## config.mk

```make
export PLATFORM = sky130hd
export DESIGN_NAME = fetch_stage_bp_flat
export DESIGN_NICKNAME = d
export VERILOG_FILES = /design/src/rtl/fetch_stage_bp_if.sv /design/src/rtl/fetch_stage_bp.sv /design/src/flat_wrapper.sv
export SDC_FILE = /design/constraint.sdc
export NUM_CORES = 1
export LEC_CHECK = 0
export CORE_MARGIN = 4
export CORE_UTILIZATION = 65
export DETAILED_ROUTE_END_ITERATION = 8
export DONT_BUFFER_PORTS = 1
export GPL_TIMING_DRIVEN = 0
export PLACE_DENSITY = 0.81
export SETUP_SLACK_MARGIN = 0.2
export SLEW_MARGIN = 20
export SYNTH_ARGS = -nofsm -noshare
export SYNTH_HDL_FRONTEND = slang
export SYNTH_SLANG_ARGS = --single-unit
```

## constraint.sdc

```tcl
create_clock -name clk -period 14.2 [get_ports clk]
set_input_delay 2.13 -clock clk [delete_from_list [all_inputs] [get_ports clk]]
set_output_delay 2.13 -clock clk [all_outputs]
set_load 0.01 [all_outputs]
```

## src/rtl/fetch_stage_bp_if.sv

```systemverilog
// Fetch-stage bundle: IMEM side, Decode side, EX resolution/redirect inputs and statistics.
interface fetch_stage_bp_if #(
  parameter int XLEN = 32
);
  logic            stall;
  logic [31:0]     idata;
  logic [XLEN-1:0] iaddr;
  logic [31:0]     idata_out;
  logic [XLEN-1:0] pc;
  logic            pred_taken;
  logic [XLEN-1:0] address_predicted;
  logic            res_valid;
  logic [XLEN-1:0] res_pc;
  logic            res_taken;
  logic            mispredict;
  logic [XLEN-1:0] branch_addr;
  logic [31:0]     stat_branches;
  logic [31:0]     stat_mispredicts;

  modport slave (
    input  stall, idata, res_valid, res_pc, res_taken, mispredict, branch_addr,
    output iaddr, idata_out, pc, pred_taken, address_predicted, stat_branches, stat_mispredicts
  );

  modport master (
    output stall, idata, res_valid, res_pc, res_taken, mispredict, branch_addr,
    input  iaddr, idata_out, pc, pred_taken, address_predicted, stat_branches, stat_mispredicts
  );
endinterface

```

## src/rtl/fetch_stage_bp.sv

```systemverilog
// Instruction fetch stage: PC register, JAL/branch pre-decode, next-PC prediction
// (always-taken, BTFN or bimodal 2-bit BHT), EX redirect and saturating statistics.
module fetch_stage_bp #(
  parameter int              XLEN        = 32,
  parameter int              BHT_ENTRIES = 64,
  parameter logic [XLEN-1:0] RESET_PC    = {XLEN{1'b0}},
  parameter int              PRED_MODE   = 2
) (
  input  logic             clk,
  input  logic             reset,
  fetch_stage_bp_if.slave  bus
);
  localparam int         IDXW      = $clog2(BHT_ENTRIES);
  localparam logic [6:0] OP_JAL    = 7'b1101111;
  localparam logic [6:0] OP_BRANCH = 7'b1100011;
  localparam logic [XLEN-1:0] FOUR = {{(XLEN-3){1'b0}}, 3'b100};

  logic [XLEN-1:0] pc_r;
  logic [XLEN-1:0] next_pc_s;
  logic [XLEN-1:0] imm_j_s;
  logic [XLEN-1:0] imm_b_s;
  logic [XLEN-1:0] imm_s;
  logic [XLEN-1:0] addr_pred_s;
  logic            is_jal_s;
  logic            is_branch_s;
  logic            br_taken_s;
  logic            bht_taken_s;
  logic            pred_taken_s;
  logic [31:0]     stat_br_r;
  logic [31:0]     stat_mp_r;
  logic            unused_s;

  assign imm_j_s = {{(XLEN-21){bus.idata[31]}}, bus.idata[31], bus.idata[19:12],
                    bus.idata[20], bus.idata[30:21], 1'b0};
  assign imm_b_s = {{(XLEN-13){bus.idata[31]}}, bus.idata[31], bus.idata[7],
                    bus.idata[30:25], bus.idata[11:8], 1'b0};

  // Pre-decode: anything that is not JAL or BRANCH (including unknown words) falls through as pc+4
  always_comb begin
    imm_s       = FOUR;
    is_jal_s    = 1'b0;
    is_branch_s = 1'b0;
    case (bus.idata[6:0])
      OP_JAL: begin
        imm_s    = imm_j_s;
        is_jal_s = 1'b1;
      end
      OP_BRANCH: begin
        imm_s       = imm_b_s;
        is_branch_s = 1'b1;
      end
      default: begin
        imm_s       = FOUR;
        is_jal_s    = 1'b0;
        is_branch_s = 1'b0;
      end
    endcase
  end

  // Conditional-branch direction by predictor mode
  always_comb begin
    br_taken_s = 1'b0;
    case (PRED_MODE)
      0:       br_taken_s = 1'b1;
      1:       br_taken_s = imm_s[XLEN-1];
      default: br_taken_s = bht_taken_s;
    endcase
  end

  assign pred_taken_s = is_jal_s | (is_branch_s & br_taken_s);
  assign addr_pred_s  = pc_r + (pred_taken_s ? imm_s : FOUR);

  // Next PC: EX redirect beats a decode stall
  always_comb begin
    next_pc_s = addr_pred_s;
    if (bus.mispredict) begin
      next_pc_s = bus.branch_addr;
    end else if (bus.stall) begin
      next_pc_s = pc_r;
    end else begin
      next_pc_s = addr_pred_s;
    end
  end

  // PC register
  always_ff @(posedge clk or negedge reset) begin
    if (!reset) begin
      pc_r <= RESET_PC;
    end else begin
      pc_r <= next_pc_s;
    end
  end

  // Saturating statistics, counted regardless of stall
  always_ff @(posedge clk or negedge reset) begin
    if (!reset) begin
      stat_br_r <= 32'd0;
      stat_mp_r <= 32'd0;
    end else begin
      if (bus.res_valid && (stat_br_r != 32'hFFFF_FFFF)) begin
        stat_br_r <= stat_br_r + 32'd1;
      end
      if (bus.mispredict && (stat_mp_r != 32'hFFFF_FFFF)) begin
        stat_mp_r <= stat_mp_r + 32'd1;
      end
    end
  end

  generate
    if (PRED_MODE == 2) begin : g_bht
      logic [1:0]      bht_r [BHT_ENTRIES];
      logic [IDXW-1:0] rd_idx_s;
      logic [IDXW-1:0] wr_idx_s;

      assign rd_idx_s    = pc_r[IDXW+1:2];
      assign wr_idx_s    = bus.res_pc[IDXW+1:2];
      assign bht_taken_s = bht_r[rd_idx_s][1];

      // 2-bit saturating counters; lookup this cycle sees the value before the edge
      always_ff @(posedge clk or negedge reset) begin
        if (!reset) begin
          for (int i = 0; i < BHT_ENTRIES; i++) begin
            bht_r[i] <= 2'b01;
          end
        end else if (bus.res_valid) begin
          if (bus.res_taken && (bht_r[wr_idx_s] != 2'b11)) begin
            bht_r[wr_idx_s] <= bht_r[wr_idx_s] + 2'b01;
          end else if (!bus.res_taken && (bht_r[wr_idx_s] != 2'b00)) begin
            bht_r[wr_idx_s] <= bht_r[wr_idx_s] - 2'b01;
          end
        end
      end
    end else begin : g_no_bht
      assign bht_taken_s = 1'b0;
    end
  endgenerate

  assign unused_s = ^{bus.res_pc, bus.res_taken};

  assign bus.iaddr             = pc_r;
  assign bus.pc                = pc_r;
  assign bus.idata_out         = bus.idata;
  assign bus.pred_taken        = pred_taken_s;
  assign bus.address_predicted = addr_pred_s;
  assign bus.stat_branches     = stat_br_r;
  assign bus.stat_mispredicts  = stat_mp_r;
endmodule

```

## src/flat_wrapper.sv

```systemverilog
// flat-port wrapper written by rule: the top's interface ports become plain ports
module fetch_stage_bp_flat 
#(
  parameter int              XLEN        = 32,
  parameter int              BHT_ENTRIES = 64,
  parameter logic [XLEN-1:0] RESET_PC    = {XLEN{1'b0}},
  parameter int              PRED_MODE   = 2
)
  (clk, reset, bus_stall, bus_idata, bus_res_valid, bus_res_pc, bus_res_taken, bus_mispredict, bus_branch_addr, bus_iaddr, bus_idata_out, bus_pc, bus_pred_taken, bus_address_predicted, bus_stat_branches, bus_stat_mispredicts);
  fetch_stage_bp_if #(.XLEN(XLEN)) bus_i ();
  input  logic clk;
  input  logic reset;
  input wire logic [$bits(bus_i.stall)-1:0] bus_stall;
  input wire logic [$bits(bus_i.idata)-1:0] bus_idata;
  input wire logic [$bits(bus_i.res_valid)-1:0] bus_res_valid;
  input wire logic [$bits(bus_i.res_pc)-1:0] bus_res_pc;
  input wire logic [$bits(bus_i.res_taken)-1:0] bus_res_taken;
  input wire logic [$bits(bus_i.mispredict)-1:0] bus_mispredict;
  input wire logic [$bits(bus_i.branch_addr)-1:0] bus_branch_addr;
  output wire logic [$bits(bus_i.iaddr)-1:0] bus_iaddr;
  output wire logic [$bits(bus_i.idata_out)-1:0] bus_idata_out;
  output wire logic [$bits(bus_i.pc)-1:0] bus_pc;
  output wire logic [$bits(bus_i.pred_taken)-1:0] bus_pred_taken;
  output wire logic [$bits(bus_i.address_predicted)-1:0] bus_address_predicted;
  output wire logic [$bits(bus_i.stat_branches)-1:0] bus_stat_branches;
  output wire logic [$bits(bus_i.stat_mispredicts)-1:0] bus_stat_mispredicts;
  assign bus_i.stall = bus_stall;
  assign bus_i.idata = bus_idata;
  assign bus_i.res_valid = bus_res_valid;
  assign bus_i.res_pc = bus_res_pc;
  assign bus_i.res_taken = bus_res_taken;
  assign bus_i.mispredict = bus_mispredict;
  assign bus_i.branch_addr = bus_branch_addr;
  assign bus_iaddr = bus_i.iaddr;
  assign bus_idata_out = bus_i.idata_out;
  assign bus_pc = bus_i.pc;
  assign bus_pred_taken = bus_i.pred_taken;
  assign bus_address_predicted = bus_i.address_predicted;
  assign bus_stat_branches = bus_i.stat_branches;
  assign bus_stat_mispredicts = bus_i.stat_mispredicts;
  fetch_stage_bp #(.XLEN(XLEN), .BHT_ENTRIES(BHT_ENTRIES), .RESET_PC(RESET_PC), .PRED_MODE(PRED_MODE)) u_core (.clk(clk), .reset(reset), .bus(bus_i));
endmodule
```

Word-level counts from Yosys, hierarchy flattened. Cells that the tools add are included.

Bits in registers: 224. Word-level logic and storage cells: 112. Bits of input ports: 102.

Reductions and logical operators: 9. Mux-type cells: 18. Magnitude comparators: 3. Add/sub/neg operators: 5. Equality and inequality tests: 6. Bitwise operators: 4.

Operator list (count): 128-bit bitwise mux (2); 128-bit 2-to-1 mux (2); 32-bit 2-to-1 mux (3); 32-bit by 1-bit adder with 32-bit output (second input constant) (2); 32-bit inequality test (second input constant) (2); 32-bit case mux with 2 select lines (1); 32-bit adder (1); 2-bit binary-select mux with 6-bit select (2); 7-bit equality test (second input constant) (2); 7-bit greater-or-equal comparator (second input constant) (2); 6-bit inverter with 7-bit output (2); 2-bit demux with 6-bit select (1); 2-bit 2-to-1 mux (5); 7-bit by 1-bit less-than comparator with 1-bit output (second input constant) (1); 1-bit logical AND (5); 2-bit nonzero test (2); 2-bit by 1-bit adder with 2-bit output (second input constant) (1); 1-bit 2-to-1 mux (2); 2-bit by 1-bit inequality test with 1-bit output (second input constant) (1); 2-bit inequality test (second input constant) (1); 2-bit AND reduction (1); 2-bit by 1-bit subtractor with 2-bit output (second input constant) (1); 1-bit bitwise AND (1); 1-bit logical NOT (1); 1-bit OR (1).

Longest topological paths before layout. Gate-level depths: netlist of run 1.

Word-level depth: 10. Depth in mapped cells: 21. Mapped depth without buffers: 17.

Least setup slack after synthesis of run 1. OpenSTA, ideal clock, no wires.

Kind: input port to output port. Start: input bus_idata[6]. End: output bus_address_predicted[31]. Stages on the path: 14. Data arrival time: 5.257 ns. Buffers on the path: 0. Slack: 6.813 ns. Path through: nor2b_1 > nand4_1 > nor3_1 > o211a_2 > o21ai_0 > fa_1 > a21o_1 > a221oi_2 > o31a_4 > a21oi_2 > a221o_1 > a211o_1 > xnor2_1 > xnor2_1.

Cells in the longest elaborated chain, start to end: 6. Elaborated cells between the ends (all ways): 9.

Ends and longest elaborated chain: start: declaration (RTL line flat_wrapper.sv:14) `input wire logic [$bits(bus_i.idata)-1:0] bus_idata;`; 7-bit equality test (RTL line fetch_stage_bp.sv:43) `case (bus.idata[6:0])`; 1-bit 2-to-1 mux (RTL line fetch_stage_bp.sv:43); 1-bit bitwise AND (RTL line fetch_stage_bp.sv:70) `assign pred_taken_s = is_jal_s | (is_branch_s & br_taken_s);`; 1-bit OR (RTL line fetch_stage_bp.sv:70); 32-bit 2-to-1 mux (*) (RTL line fetch_stage_bp.sv:71) `assign addr_pred_s = pc_r + (pred_taken_s ? imm_s : FOUR);`; 32-bit adder (*) (RTL line fetch_stage_bp.sv:71); end: declaration (RTL line flat_wrapper.sv:24) `output wire logic [$bits(bus_i.address_predicted)-1:0] bus_address_predicted;`.

Every way passes the cells marked *; elsewhere a longest branch is shown, timed or not.

Worst setup path after layout of run 1.
Start: register u_core.pc_r[4], in the netlist u_core.bus.iaddr[4]. End: output bus_address_predicted[30].

Cells in the longest elaborated chain, start to end: 8.

Ends and longest elaborated chain: start: declaration (RTL line fetch_stage_bp.sv:18) `logic [XLEN-1:0] pc_r;`; start signal: assignment (RTL line fetch_stage_bp.sv:90) `pc_r <= next_pc_s;`; 6-bit inverter with 7-bit output (not written as such) (RTL line fetch_stage_bp.sv:117) `assign bht_taken_s = bht_r[rd_idx_s][1];`; 2-bit binary-select mux with 6-bit select (RTL line fetch_stage_bp.sv:117); 2-bit 2-to-1 mux (not written as such) (2 in series) (RTL line fetch_stage_bp.sv:117); 1-bit bitwise AND (RTL line fetch_stage_bp.sv:70); 1-bit OR (RTL line fetch_stage_bp.sv:70); 32-bit 2-to-1 mux (RTL line fetch_stage_bp.sv:71); 32-bit adder (*) (RTL line fetch_stage_bp.sv:71).

Every way passes the cells marked *; elsewhere a longest branch is shown, timed or not. The select of a mux whose other input is x is not followed.

==> run_results.csv, run 1 <==
group,metric,value,unit
synth,synthArstFlopShare,1.00,
grt,grt_pass1_vias,10600,
power_and_ir_drop,seqPwrFrac,0.449,
power_and_ir_drop,switching_power,549,uW
timing,setup_tns,0,ns
grt,grt_usage,0.326,
timing,final.min_clock_period,8.60,ns
timing,max-slew-margin-rel,0.253,
grt,grt_pass1_wl,57300,um
worst_hold_path,min_path_cells,2,
timing,worstMarginPinSlew,1.11,ns
synth,yosysTopAreaCellShare,0.312,
clocking,htree_levels,1,
flow_run,cap_violations,0,
synth,synth_top_cell_by_area,"dfrtp_1",
route,via_count,10600,
power_and_ir_drop,swShare,0.296,
power_and_ir_drop,combPwrFrac,0.168,
synth,ys_top_cells_by_area,"dfrtp_1 31%, dfstp_2 13%, nand2_1 6.3%",
power_and_ir_drop,power_density,131,nW/um2
die,fp.dieW,148,um
route,drt_iter0_markers,976,
route,drt_first_pass_iters,8,
clocking,cts_setup_buffers,0,
grt,globalRouteOverflowTotal,0,
clocking,cts_buffers,25,
die,core_area,19500,um2
die,initial_utilization,0.659,
synth,syn_area_per_cell,9.90,um2
clocking,cts_sinks,224,
grt,grt_max_degree,225,
synth,yosys_warnings,0,
timing,fmax,0.116,GHz
placed_design,io_buffers,0,
cells_and_area,area_delta_synth_final,10.4,%
power_and_ir_drop,total_power,1.86,mW
worst_setup_path,critPathMaxStageDelay,0.77,ns
synth,synth_edf_count,0,
power_and_ir_drop,vdd_drop_max,107,uV
worst_setup_path,r2r_start,"u_core.bus.iaddr[4]",
route,route.detailed.drc,0,
synth,yosysSeqAreaShare,0.443,
die,die_h,148,um
placed_design,dp_hpwl,26700,um
clocking,clockBufferDepth,3,
die,rows,51,
clocking,postCtsHoldBufs,0,
timing,rsz0062_at_grt,"false",
die,num_io_pins,295,
worst_setup_path,startpoint,"u_core.bus.iaddr[4]",
worst_setup_path,cp_max_fo,10,
worst_setup_path,crit_chain,"buf_2, buf_2, mux2i_1, a22oi_1, nand4b_1, nand4_1, o211a_2, nor2_1, nor2b_1, ha_1, a21o_1, a31oi_1, and2_1, o41ai_1, o21ai_1, o211ai_1, o221ai_1, xnor2_1",
worst_setup_path,ff2ff_path_depth,19,
timing,setup_viol,0,
worst_setup_path,critPathLaunchType,"flop",
status,outcome,"completed",
cells_and_area,final_cell_area,14200,um2
die,dieArea,22000,um2
worst_setup_path,rrSetupSlack,8.04,ns
synth,synth-seq-cells,224,
timing,drv_slew,0,
worst_hold_path,hold_path_class,"reg -> reg",
worst_setup_path,required,12.07,ns
clocking,cts_resized,0,
synth,synth_ff_type,"dfrtp_1",
grt,antenna_found_initial,1,
power_and_ir_drop,p_leak,6.40,nW
placed_design,gp_congestion,0.959,
worst_setup_path,worstSetupPathType,"reg -> out",
synth,syn-num-nets,1433,
clocking,path_clk_slew,0.06,ns
worst_setup_path,crit_arrival,6.47,ns
route,routed_wl,37300,um
route,wire_per_inst,23.1,um
synth,synth_cell_types,69,
synth,syn-instance-count,1296,
synth,syn-cell-area,12800,um2
placed_design,placed_area,13300,um2
timing,period_share,0.605,
worst_setup_path,crit_slowest_cell,"o41ai_1",
worst_setup_path,endpoint_kind,"primary output",
route,viasPerCell,6.56,
timing,skew,0.0140,ns
clocking,clk-insertion-delay-late,0.53,ns
clocking,cts_tree,"yes",
power_and_ir_drop,p_clk_frac,0.383,
cells_and_area,fin_nets,1466,
route,drtAntennaViolNets,0,
power_and_ir_drop,intPower,1.31,mW
cells_and_area,drive_above_1_share,0.211,
cells_and_area,nFillCells,1405,
worst_setup_path,crit_path_frequent_cell,"buf_2",
clocking,ctsRootBufferMaster,"clkbuf_16",
timing,finalHoldViolCount,0,
[final timing paths]
check,to
max reg2reg,u_core.bus.iaddr[28]
min,flop
max,bus_address_predicted[30]
min in group asynchronous,u_core.bus.iaddr[23]
min reg2reg,flop
max in group asynchronous,asynchronous set/reset pin
[per-layer routing]
| layer | share of wire | vias to the layer above | global-route usage | wire [um] |
|---|---|---|---|---|
| li1 | - | 4686 | - | - |
| met1 | 0.37 | 5110 | 0.406 | 13700 |
| met2 | 0.46 | 643 | 0.514 | 17300 |
| met3 | 0.11 | 158 | 0.0938 | 4120 |
| met4 | 0.059 | 0 | 0.181 | 2210 |
| met5 | 0 | - | 0 | 0 |
[metrics by stage]
stage	setup WS [ns]	utilization	std cells	hold slack, ns
after floorplan	6.81	-	1296	0.444
after global placement	5.95	0.676	1561	0.450
after detailed placement	5.96	0.681	1567	0.455
after CTS	5.87	0.727	1613	0.464
after global routing	5.56	0.728	1615	0.483
final	5.60	0.728	1615	0.462
[cells by family after synthesis]
family / count (synthesis) / synth area share
AOI/OAI and AO/OA: 279 / 0.144
adders and majority gates: 35 / 0.0347
muxes: 116 / 0.101
xor gates and xnor gates: 92 / 0.0628
and+or+nand+nor: 416 / 0.155
buffers and inverters: 134 / 0.0597
DFF: 224 / 0.443
[critical path, delay by kind of cell, from the launching register on]
family	cells	cell delay, ns
DFF	1	0.55
adders and majority gates	1	0.40
AOI/OAI and AO/OA	8	2.31
xor gates and xnor gates	1	0.37
buffers and inverters	2	0.79
and+or+nand+nor	5	1.21
muxes	1	0.28
[cells in the final DEF, fill, tap and decap left out, types with 5 or more instances in the layout]
master / count
mux2_2: 68
nand3_1: 30
inv_1: 17
xor2_1: 28
a21oi_1: 25
clkbuf_16: 25
nand4_1: 42
nor3_1: 5
xnor2_1: 64
bufinv_16: 6
a22o_1: 9
clkbuf_1: 39
o21ai_1: 42
nor3b_1: 5
mux2i_1: 44
dfrtp_1: 160
nor3b_2: 6
dfstp_2: 64
a21o_1: 15
and3_1: 16
buf_4: 70
o21ai_0: 61
nor2_1: 45
nor2b_1: 12
buf_2: 15
nand2_1: 214
a22oi_1: 88
clkinv_2: 5
and4_1: 11
ha_1: 34
[cell usage after synthesis, types with 9 or more instances]
| cell | count |
|---|---|
| a22o_1 | 9 |
| buf_4 | 65 |
| and3_1 | 16 |
| clkbuf_1 | 33 |
| and4_1 | 11 |
| buf_2 | 15 |
| nor2_1 | 45 |
| inv_1 | 17 |
| a22oi_1 | 88 |
| nor3_1 | 9 |
| a21o_1 | 15 |
| a21oi_1 | 25 |
| nor3b_1 | 11 |
| o21ai_1 | 42 |
| nor2b_1 | 12 |
| dfstp_2 | 64 |
| nand2_1 | 214 |
| ha_1 | 34 |
| nand4_1 | 42 |
| dfrtp_1 | 160 |
| o21ai_0 | 61 |
| xor2_1 | 28 |
| nand3_1 | 30 |
| mux2_2 | 68 |
| mux2i_1 | 44 |
| xnor2_1 | 64 |
[final cells by class]
| type | count | area [um2] | area share |
|---|---|---|---|
| Antenna cell | 2 | 5.00 | 0.000353 |
| Buffer | 116 | 698 | 0.0493 |
| Clock buffer | 33 | 676 | 0.0477 |
| Clock inverter | 13 | 223 | 0.0157 |
| Inverter | 18 | 67.6 | 0.00477 |
| Multi-Input combinational cell | 938 | 6430 | 0.454 |
| Sequential cell | 224 | 5690 | 0.401 |
| Tap cell | 265 | 332 | 0.0234 |
| Timing Repair Buffer | 6 | 48.8 | 0.00344 |
[power by group through the flow]
stage / combinational, mW / clock, mW / sequential, mW
3_5_place_dp: 0.304 / 0 / 0.840
3_3_place_gp: 0.292 / 0 / 0.837
5_1_grt: 0.340 / 0.745 / 0.841
6_report: 0.312 / 0.711 / 0.833
2_1_floorplan: 0.238 / 0 / 0.810
4_1_cts: 0.307 / 0.717 / 0.831
No activity file was read; power rests on OpenSTA's default activity.
==> run 2, diff against run 1 <==
--- a/config.mk
+++ b/config.mk
@@ -6,11 +6,11 @@
 export NUM_CORES = 1
 export LEC_CHECK = 0
 export CORE_MARGIN = 4
-export CORE_UTILIZATION = 65
+export CORE_UTILIZATION = 58
 export DETAILED_ROUTE_END_ITERATION = 8
 export DONT_BUFFER_PORTS = 1
 export GPL_TIMING_DRIVEN = 0
-export PLACE_DENSITY = 0.81
+export PLACE_DENSITY = 0.76
 export SETUP_SLACK_MARGIN = 0.2
 export SLEW_MARGIN = 20
 export SYNTH_ARGS = -nofsm -noshare
==> constraint.sdc (replaced) <==
create_clock -name clk -period 7.57 [get_ports clk]
set_input_delay 1.1355 -clock clk [delete_from_list [all_inputs] [get_ports clk]]
set_output_delay 1.1355 -clock clk [all_outputs]
set_load 0.01 [all_outputs]
==> run 2 against run 1 <==
Via count decreased by 1.7%. Sequential share of layout area increased by 0.092 points. Largest power group unchanged. Flip-flop and latch count unchanged. Highest routed layer unchanged. Cell area decreased by 0.23%.
==> run_results.csv, run 2 (synthesized netlist as in run 1, its figures left out) <==
group,metric,value,unit
status,outcome,"completed",
cells_and_area,area_delta_synth_final,10.2,%
worst_setup_path,worstSetupPathType,"reg -> out",
timing,finalWorstSetupSlack,0.372,ns
timing,rsz0062_at_grt,"false",
worst_setup_path,ff2ff_path_depth,20,
timing,final.min_clock_period,7.20,ns
placed_design,dp_cells,1582,
placed_design,post-place-ws,0.582,ns
grt,grt_usage,0.295,
placed_design,dp_hpwl,27300,um
die,num_io_pins,295,
cells_and_area,nFillCells,1765,
power_and_ir_drop,switching_power,1.02,mW
grt,grt_max_degree,225,
worst_setup_path,rrSetupSlack,1.85,ns
route,drt_iter0_markers,1081,
clocking,ctsRootBufferMaster,"clkbuf_16",
cells_and_area,layout.cells.most_common_list,"214 x nand2_1, 160 x dfrtp_1, 88 x a22oi_1, 69 x buf_4, 68 x mux2_2",
timing,drv_slew,0,
clocking,cts_sinks,224,
route,routed_wl,37700,um
timing,skew,0.0131,ns
route,via_count,10400,
grt,globalRouteOverflowTotal,0,
timing,period_share,0.951,
worst_setup_path,crit_arrival,6.06,ns
worst_setup_path,endpoint_kind,"primary output",
placed_design,gp_congestion,0.950,
cells_and_area,layout.cells.non_filler,1627,
die,die_h,157,um
timing,finalHoldViolCount,0,
placed_design,io_buffers,0,
die,initial_utilization,0.589,
grt,antenna_found_initial,0,
power_and_ir_drop,swShare,0.302,
route,route.detailed.drc,0,
clocking,cts_tree,"yes",
die,core_area,21800,um2
power_and_ir_drop,seqPwrFrac,0.463,
cells_and_area,antenna_cells,0,
cells_and_area,fin_nets,1466,
power_and_ir_drop,p_clk_frac,0.365,
power_and_ir_drop,combPwrFrac,0.172,
clocking,clk-insertion-delay-late,0.53,ns
grt,grt_pass1_wl,57600,um
power_and_ir_drop,p_leak,6.38,nW
timing,setup_viol,0,
cells_and_area,utilization,0.650,
die,dieArea,24600,um2
die,fp.dieW,157,um
placed_design,placed_area,13300,um2
worst_hold_path,hold_path_class,"in -> async",
die,rows,54,
route,drtAntennaViolNets,0,
timing,max-slew-margin-rel,0.273,
route,viasPerCell,6.40,
power_and_ir_drop,intPower,2.36,mW
clocking,clockBufferDepth,3,
timing,worstMarginPinSlew,1.09,ns
worst_setup_path,required,6.43,ns
worst_setup_path,cp_max_fo,10,
cells_and_area,drive_above_1_share,0.212,
timing,fmax,0.139,GHz
cells_and_area,final_cell_area,14100,um2
route,drt_first_pass_iters,6,
clocking,path_clk_slew,0.06,ns
flow_run,cap_violations,0,
clocking,cts_buffers,25,
timing,setup_tns,0,ns
route,wire_per_inst,23.2,um
grt,grt_pass1_vias,10400,
worst_setup_path,critPathLaunchType,"flop",
power_and_ir_drop,vdd_drop_max,173,uV
clocking,htree_levels,1,
power_and_ir_drop,power_density,239,nW/um2
cells_and_area,final_common_cell,"nand2_1",
run 2: cell count changes in the layout (fill, tap and decap cells not counted), sizes merged:
cell,delta
clkinv,-2
clkbuf,+7
buf,-2
diode,-2
bufinv,-4
run 2: layer usage:
layer | track usage | part of all wire | wire, um | vias to the layer above
li1 | - | - | - | 4690
met1 | 0.374 | 0.38 | 14400 | 5118
met2 | 0.486 | 0.48 | 18200 | 494
met3 | 0.0758 | 0.098 | 3700 | 114
met4 | 0.115 | 0.037 | 1400 | 0
met5 | 0 | 0 | 0 | -
run 2: what timing repair did:
| item | in CTS | in global routing |
|---|---|---|
| endpoints found under the setup margin | 4 | 4 |
| buffers inserted | 0 | 0 |
| hold buffers | 0 | 0 |
| resized for setup | 2 | 2 |
run 2: layout make-up:
class | count | area [um2] | area share
multi-input cells | 938 | 6440 | 0.456
flip-flops and latches | 224 | 5690 | 0.402
clock buffers | 38 | 744 | 0.0527
plain buffers | 116 | 703 | 0.0498
well taps | 280 | 350 | 0.0248
clock inverters | 7 | 88.8 | 0.00629
inverters | 18 | 67.6 | 0.00478
repair buffers | 6 | 52.6 | 0.00372
run 2: critical path, stage by stage (launching register included):
cell and delay [ns]:
dfrtp_1 0.59, clkbuf_4 0.37, clkbuf_4 0.33, mux2i_1 0.25, a22oi_1 0.12, nand4b_1 0.14
nand4_1 0.15, o211a_2 0.37, nand2_1 0.11, clkbuf_1 0.35, nand2_1 0.10, ha_1 0.40
a21oi_1 0.23, o21ai_0 0.21, o32ai_1 0.43, a21oi_2 0.11, a221o_1 0.40, a211o_1 0.36
xnor2_1 0.19, xnor2_1 0.31
run 2: metrics by stage:
stage | hold slack (ns) | power (mW)
2_1_floorplan | 0.444 | 1.96
3_3_place_gp | 0.451 | 2.13
3_5_place_dp | 0.454 | 2.16
4_1_cts | 0.292 | 3.39
5_1_grt | 0.296 | 3.53
6_report | 0.303 | 3.38
run 2: power by group through the flow:
stage          Combinational, mW  Clock, mW  Sequential, mW
2_1_floorplan              0.446          0            1.52
3_3_place_gp               0.556          0            1.58
3_5_place_dp               0.576          0            1.58
4_1_cts                    0.577       1.25            1.56
5_1_grt                    0.639       1.30            1.58
6_report                   0.582       1.23            1.57
run 2: final timing paths:
kind | start | to
max in group asynchronous | reset | u_core.bus.iaddr[1]
setup / recovery | u_core.bus.iaddr[4] | bus_address_predicted[31]
min in group clk | flop | flop
hold reg to reg | flop | flop
hold / removal | reset | u_core.g_bht.bht_r[115]
setup reg to reg | u_core.bus.iaddr[4] | u_core.bus.iaddr[29]
